### src/rtl/mem_access_unit.sv
// mem_access_unit: single-outstanding load/store engine in front of a unified,
// word-addressed memory (combinational read, synchronous write).
// Sub-word stores use read-modify-write. Loads support byte/half sign or zero extension.
// Optional build macro MISALIGN_TRAP_EN: misaligned half/word requests complete
// immediately with err=1 and no memory access. Without it, the low address bits are ignored.
module mem_access_unit #(
   parameter int unsigned AW = 32,
   parameter int unsigned DW = 32
) (
   input  logic          clk,
   input  logic          reset,
   input  logic          req,
   input  logic          req_we,
   input  logic [1:0]    req_size,
   input  logic          req_signed,
   input  logic [AW-1:0] req_addr,
   input  logic [DW-1:0] req_wdata,
   output logic          ready,
   output logic          done,
   output logic [DW-1:0] rdata,
   output logic          err,
   output logic [AW-1:0] mem_addr,
   output logic [DW-1:0] mem_wd,
   output logic          mem_we,
   input  logic [DW-1:0] mem_rd
);

   localparam int unsigned LW = 8;
   localparam int unsigned HW = 16;

   typedef enum logic [1:0] {
      IDLE   = 2'd0,
      ACCESS = 2'd1,
      WRITE  = 2'd2,
      DONE   = 2'd3
   } state_t;

   state_t          state;
   state_t          state_nxt;

   logic            we_q;
   logic            signed_q;
   logic [1:0]      size_q;
   logic [AW-1:0]   addr_q;
   logic [HW-1:0]   wdata_q;

   logic            ready_nxt;
   logic            done_nxt;
   logic            err_nxt;
   logic            mem_we_nxt;
   logic [DW-1:0]   mem_wd_nxt;
   logic [DW-1:0]   rdata_nxt;
   logic            trap_c;

   // Select the addressed lane(s) of a memory word and extend to 32 bits
   function automatic logic [DW-1:0] load_ext(input logic [DW-1:0] w,
                                              input logic [1:0]    sz,
                                              input logic          sg,
                                              input logic [1:0]    off);
      logic [LW-1:0] b;
      logic [HW-1:0] h;
      logic [DW-1:0] r;
      case (off)
         2'd0:    b = w[7:0];
         2'd1:    b = w[15:8];
         2'd2:    b = w[23:16];
         default: b = w[31:24];
      endcase
      h = off[1] ? w[31:16] : w[15:0];
      case (sz)
         2'b00:   r = {{(DW-LW){sg & b[LW-1]}}, b};
         2'b01:   r = {{(DW-HW){sg & h[HW-1]}}, h};
         default: r = w;
      endcase
      return r;
   endfunction

   // Replace the addressed byte or half of an existing word with new store data
   function automatic logic [DW-1:0] merge_lane(input logic [DW-1:0] w,
                                                input logic          is_half,
                                                input logic [1:0]    off,
                                                input logic [HW-1:0] d);
      logic [DW-1:0] r;
      r = w;
      if (is_half) begin
         if (off[1]) r[31:16] = d;
         else        r[15:0]  = d;
      end else begin
         case (off)
            2'd0:    r[7:0]   = d[7:0];
            2'd1:    r[15:8]  = d[7:0];
            2'd2:    r[23:16] = d[7:0];
            default: r[31:24] = d[7:0];
         endcase
      end
      return r;
   endfunction

`ifdef MISALIGN_TRAP_EN
   // Misaligned half (odd address) or word (non-zero offset) request
   always_comb begin
      trap_c = ((req_size == 2'b01) && req_addr[0]) ||
               (req_size[1] && (req_addr[1:0] != 2'b00));
   end
`else
   // Misalignment is never trapped; low address bits are simply ignored
   always_comb begin
      trap_c = 1'b0;
   end
`endif

   // Memory is always addressed on the word containing the registered address
   assign mem_addr = {addr_q[AW-1:2], 2'b00};

   // State register
   always_ff @(posedge clk or posedge reset) begin
      if (reset) state <= IDLE;
      else       state <= state_nxt;
   end

   // Next-state logic
   always_comb begin
      state_nxt = state;
      case (state)
         IDLE: begin
            if (req) state_nxt = trap_c ? DONE : ACCESS;
         end
         ACCESS: begin
            if (we_q && !size_q[1]) state_nxt = WRITE;
            else                    state_nxt = DONE;
         end
         WRITE:   state_nxt = DONE;
         default: state_nxt = IDLE;
      endcase
   end

   // Output logic: next values for the registered outputs
   always_comb begin
      ready_nxt  = (state_nxt == IDLE);
      done_nxt   = (state_nxt == DONE);
      err_nxt    = 1'b0;
      mem_we_nxt = 1'b0;
      mem_wd_nxt = mem_wd;
      rdata_nxt  = rdata;
      case (state)
         IDLE: begin
            if (req) begin
               if (trap_c) begin
                  err_nxt = 1'b1;
               end else if (req_we && req_size[1]) begin
                  mem_we_nxt = 1'b1;
                  mem_wd_nxt = req_wdata;
               end
            end
         end
         ACCESS: begin
            if (!we_q) begin
               rdata_nxt = load_ext(mem_rd, size_q, signed_q, addr_q[1:0]);
            end else if (!size_q[1]) begin
               // merged read-modify-write word is registered straight into mem_wd
               mem_we_nxt = 1'b1;
               mem_wd_nxt = merge_lane(mem_rd, size_q[0], addr_q[1:0], wdata_q);
            end
         end
         default: ;
      endcase
   end

   // Request capture and output registers
   always_ff @(posedge clk or posedge reset) begin
      if (reset) begin
         ready    <= 1'b1;
         done     <= 1'b0;
         err      <= 1'b0;
         mem_we   <= 1'b0;
         mem_wd   <= '0;
         rdata    <= '0;
         we_q     <= 1'b0;
         signed_q <= 1'b0;
         size_q   <= 2'b00;
         addr_q   <= '0;
         wdata_q  <= '0;
      end else begin
         ready  <= ready_nxt;
         done   <= done_nxt;
         err    <= err_nxt;
         mem_we <= mem_we_nxt;
         mem_wd <= mem_wd_nxt;
         rdata  <= rdata_nxt;
         if ((state == IDLE) && req) begin
            we_q     <= req_we;
            signed_q <= req_signed;
            size_q   <= req_size;
            addr_q   <= req_addr;
            wdata_q  <= req_wdata[HW-1:0];
         end
      end
   end

endmodule

### config.mk
export PLATFORM = sky130hd
export DESIGN_NAME = mem_access_unit
export DESIGN_NICKNAME = d
export VERILOG_FILES = /design/src/rtl/mem_access_unit.sv
export SDC_FILE = /design/constraint.sdc
export NUM_CORES = 1
export LEC_CHECK = 0
export ABC_AREA = 1
export CELL_PAD_IN_SITES_DETAIL_PLACEMENT = 1
export CELL_PAD_IN_SITES_GLOBAL_PLACEMENT = 2
export CORE_ASPECT_RATIO = 0.8
export CORE_MARGIN = 1
export CORE_UTILIZATION = 26
export DETAILED_ROUTE_END_ITERATION = 8
export PLACE_DENSITY = 0.81
export RECOVER_POWER = 25
export SETUP_SLACK_MARGIN = 0.05
export SYNTH_ARGS = -nofsm -noshare
export SYNTH_HDL_FRONTEND = slang
export SYNTH_SLANG_ARGS = --single-unit
### constraint.sdc
create_clock -name clk -period 5.1 [get_ports clk]
set_input_delay 1.02 -clock clk [delete_from_list [all_inputs] [get_ports clk]]
set_output_delay 1.02 -clock clk [all_outputs]
set_load 0.1 [all_outputs]
# Yosys cells after proc, flatten, opt, wreduce, memory -nomap -nowiden
# Index checks and enable logic that the tools add are counted.
dict set report word_totals {
  register_bits 121
  romBits 0
  ramBits 0
  memories 0
  latchBits 0
  output_inout_bits 100
  inputBits 103
  wordCells 61
}
dict set report classes {
  order_cmp 0
  div 0
  n_reduce_logical 12
  muxes 25
  shifts 0
  mul 0
  eq_ne 10
  n_addsub 0
  bitwise 3
}
# op n
set op_table {}
lappend op_table {{$mux 32} 5}
lappend op_table {{$pmux 32 s2} 2}
lappend op_table {{$mux 16} 3}
lappend op_table {{$mux 8} 6}
lappend op_table {{$pmux 8 s3} 1}
lappend op_table {{$logic_not 2->1} 4}
lappend op_table {{$ne 2x2->1 const B} 4}
lappend op_table {{$eq 2x1->1 const B} 3}
lappend op_table {{$eq 2x2->1 const B} 3}
lappend op_table {{$pmux 2 s3} 1}
lappend op_table {{$mux 1} 5}
lappend op_table {{$reduce_and 5->1} 1}
lappend op_table {{$logic_and 1x1->1} 3}
lappend op_table {{$reduce_or 3->1} 1}
lappend op_table {{$and 1x1->1} 2}
lappend op_table {{$mux 2} 1}
lappend op_table {{$pmux 1 s2} 1}
lappend op_table {{$reduce_and 2->1} 1}
lappend op_table {{$reduce_bool 2->1} 1}
lappend op_table {{$logic_not 1->1} 1}
lappend op_table {{$not 1->1} 1}

# Depth between registers and ports, before layout
dict set report logic_depth {
  depth_word 7
  mapped_depth 11
}

# Worst setup path after synthesis
# OpenSTA, ideal clock, no wires.
dict set report synth_timing {
  path_kind {register to output}
  startpoint {reg rdata[15]}
  endpoint {out rdata[15]}
  path_stages_with_launch 1
  setup_slack_ns 3.182
  arrival_ns 0.898
  path_buffers 0
  cell_sequence {dfrtp_1}
}
# item line
set synth_lines {}
lappend synth_lines {{start, declared} 20} ;# output logic [DW-1:0] rdata,
lappend synth_lines {{start signal, assigned} 189} ;# rdata <= rdata_nxt;
# No word-level cell between the ends.

==> flow_summary.toml <==
[sta]
finalSetupViolCount = 0
min_period_ps = 3610
worst_pin_slew_ps = 2140
tns_ps = 0
drv_slew = 45
hold_viol = 0
worst_slew_margin_rel_pct = -43.2
rsz0062_at_grt = "no"
fin_skew_ps = 11.0
period_share_pct = 70.9
postLayoutSetupSlackWorst_ps = 1490
fmax_ghz = 0.277

[global_route]
grt_overflow = 0
grt.total_usage_pct = 19.6
grt_pass1_wl_mm = 44.0
antenna_found_initial = 0
grt_max_degree = 72
grt_pass1_vias = 7528

[clock_network]
postCtsHoldBufs = 0
cts_buffer_depth = 2
tritoncts = "yes"
cts_resized = 0
cts.clk_slew.worst_paths_ps = 60
ctsRootBufferMaster = "clkbuf_16"
htree_levels = 4
post_cts_buffers = 0
worstSkewPairLatency_ps = 430
cts.sinks = 121
cts_buffers = 17

[synthesis]
synthFlopType = "dfrtp_1"
ys_types = 34
synth_top_area_share_pct = 40.8
synthCells = 1081
ys_seq_area_share_pct = 41.1
synth_commonest_cells = "358 x nand2_1, 133 x inv_1, 120 x dfrtp_1"
yosysTopAreaCell = "dfrtp_1"
synth-async-reset-ratio_pct = 100
yosysMostFrequentCell = "nand2_1"
synth_area_leaders = "dfrtp_1 41%, nand2_1 18%, inv_1 6.8%"
ys_ff_latch = 121
yosysWarnings = 0
syn_area_per_cell_um2 = 6.81
synth_area_um2 = 7360
synth_edf_count = 0

[critical_path]
path_delay_family = "buffers and inverters"
critPathMaxStageDelay_ps = 1220
cpMaxStageDelayCell = "clkinvlp_2"
crit_chain = "dlygate4sd3_1 > clkinvlp_2 > clkbuf_1"
required_ps = 5400
critical_path.max_fanout = 44
critical_path_class = "in2async"
worst-r2r-setup-slack_ps = 2070
critPathLaunchType = "input pin"
crit_buf_inv = 3
arrival_ps = 3910
cp-end-kind = "asynchronous set/reset pin"

[hold_path]
hold_class = "reg2reg"

[placed_design]
io_buffers = 199
dp.cells = 1564
dp_hpwl_mm = 20.2
place_ws_ps = 2050
gp_congestion = 0.804

[layout]
syn2layout_area_growth_pct = 35.7
regArea_um2 = 3030
fillCellCount = 3457
fin_nets = 1326
final_cells = 1596
drive_gt1_share_pct = 6.09
n_antenna_cell = 0
multi_input_area_um2 = 3240

[floorplanning]
start_util_pct = 26.7
die_y_um = 153
die_area_um2 = 29000
io_pins = 203
dieWidth_um = 190
fp-row-count = 54
core_um2 = 27600

[status]
run_status = "complete, but fails checks"
violations = "capacitance limit, slew limit"

[detailed_routing]
wl_per_cell_um = 17.4
ant_nets = 0
drt_wl_total_mm = 27.7
vias = 7284
post-route-drc-count = 0
dr.first_iter.drc_count = 464
first_pass_iters = 4
via_per_inst = 4.56

[job]
drv_cap = 1
==> cells in the final DEF (no fill, tap or decap), types with 2 or more instances in the layout <==
cell	instances
inv_2	5
o21ai_0	52
ha_1	4
clkbuf_16	17
inv_1	131
nand3_4	2
dfrtp_1	119
o211ai_1	15
a21oi_1	81
clkinv_4	2
conb_1	3
or2_2	13
o21ai_1	3
clkdlybuf4s50_1	197
nand2_1	359
dlygate4sd3_1	2
nor2_4	2
clkbuf_8	3
bufinv_16	5
nand3_1	80
nand2_2	3
buf_4	11
or2_0	3
clkbuf_1	3
nor2_1	101
==> stage by stage <==
step | utilization, % | area [um2] | hold WS [ps]
4_1_cts | 36.3 | 10000 | 483
6_report | 36.2 | 9990 | 480
5_1_grt | 36.2 | 9990 | 510
3_3_place_gp | 33.9 | 9330 | 463
2_1_floorplan | - | 7370 | 450
3_5_place_dp | 33.9 | 9330 | 467
==> state kept, by name (all words and copies together), names as in the netlist <==
signal and count:
mem_we 1, addr_q 32, we_q 1, size_q 2, ready 1, state 2
wdata_q 16, signed_q 1, mem_wd 32, done 1, rdata 32
==> area by class of cell <==
type / instances / area share (%)
clock buffer: 22 / 4.75
clock inverter: 10 / 1.89
inverter: 138 / 5.22
multi-input combinational: 730 / 32.4
sequential: 121 / 30.3
tap: 364 / 4.56
timing repair buffer: 211 / 20.8
==> per-layer routing <==
layer / vias to the layer above / track usage, % / wire length [um]
met4: 0 / 4.00 / 251
met3: 17 / 3.52 / 1300
li1: 3577 / - / -
met5: - / 0 / 0
met1: 3522 / 28.6 / 13800
met2: 168 / 30.1 / 12400
==> cells by family after synthesis <==
family,after synthesis,synth area share [%]
fa+ha+maj,4,0.680
simple gates,567,31.8
buf+inv,232,14.9
compound gates,156,11.4
other cells,1,0.0509
flops,121,41.1
==> tightest hold or removal path, cell delays in order, from the launching register on <==
cell     delay [ps]
dfrtp_1         340
nand2_1          50
nand2_1          50
==> final timing paths <==
kind	from	end	cells past startpoint
worst max register to register	state[1]	rdata[22]	10
worst min register to register	rdata[11]	rdata[11]	2
max in group clk	ready	ready	1
worst min-delay path	rdata[11]	rdata[11]	2
min in group asynchronous	reset	addr_q[11]	2
worst max-delay path	reset	wdata_q[11]	3
Power is not shown: default switching activity piles up to over one toggle a cycle in this logic, so the estimate is an artifact.
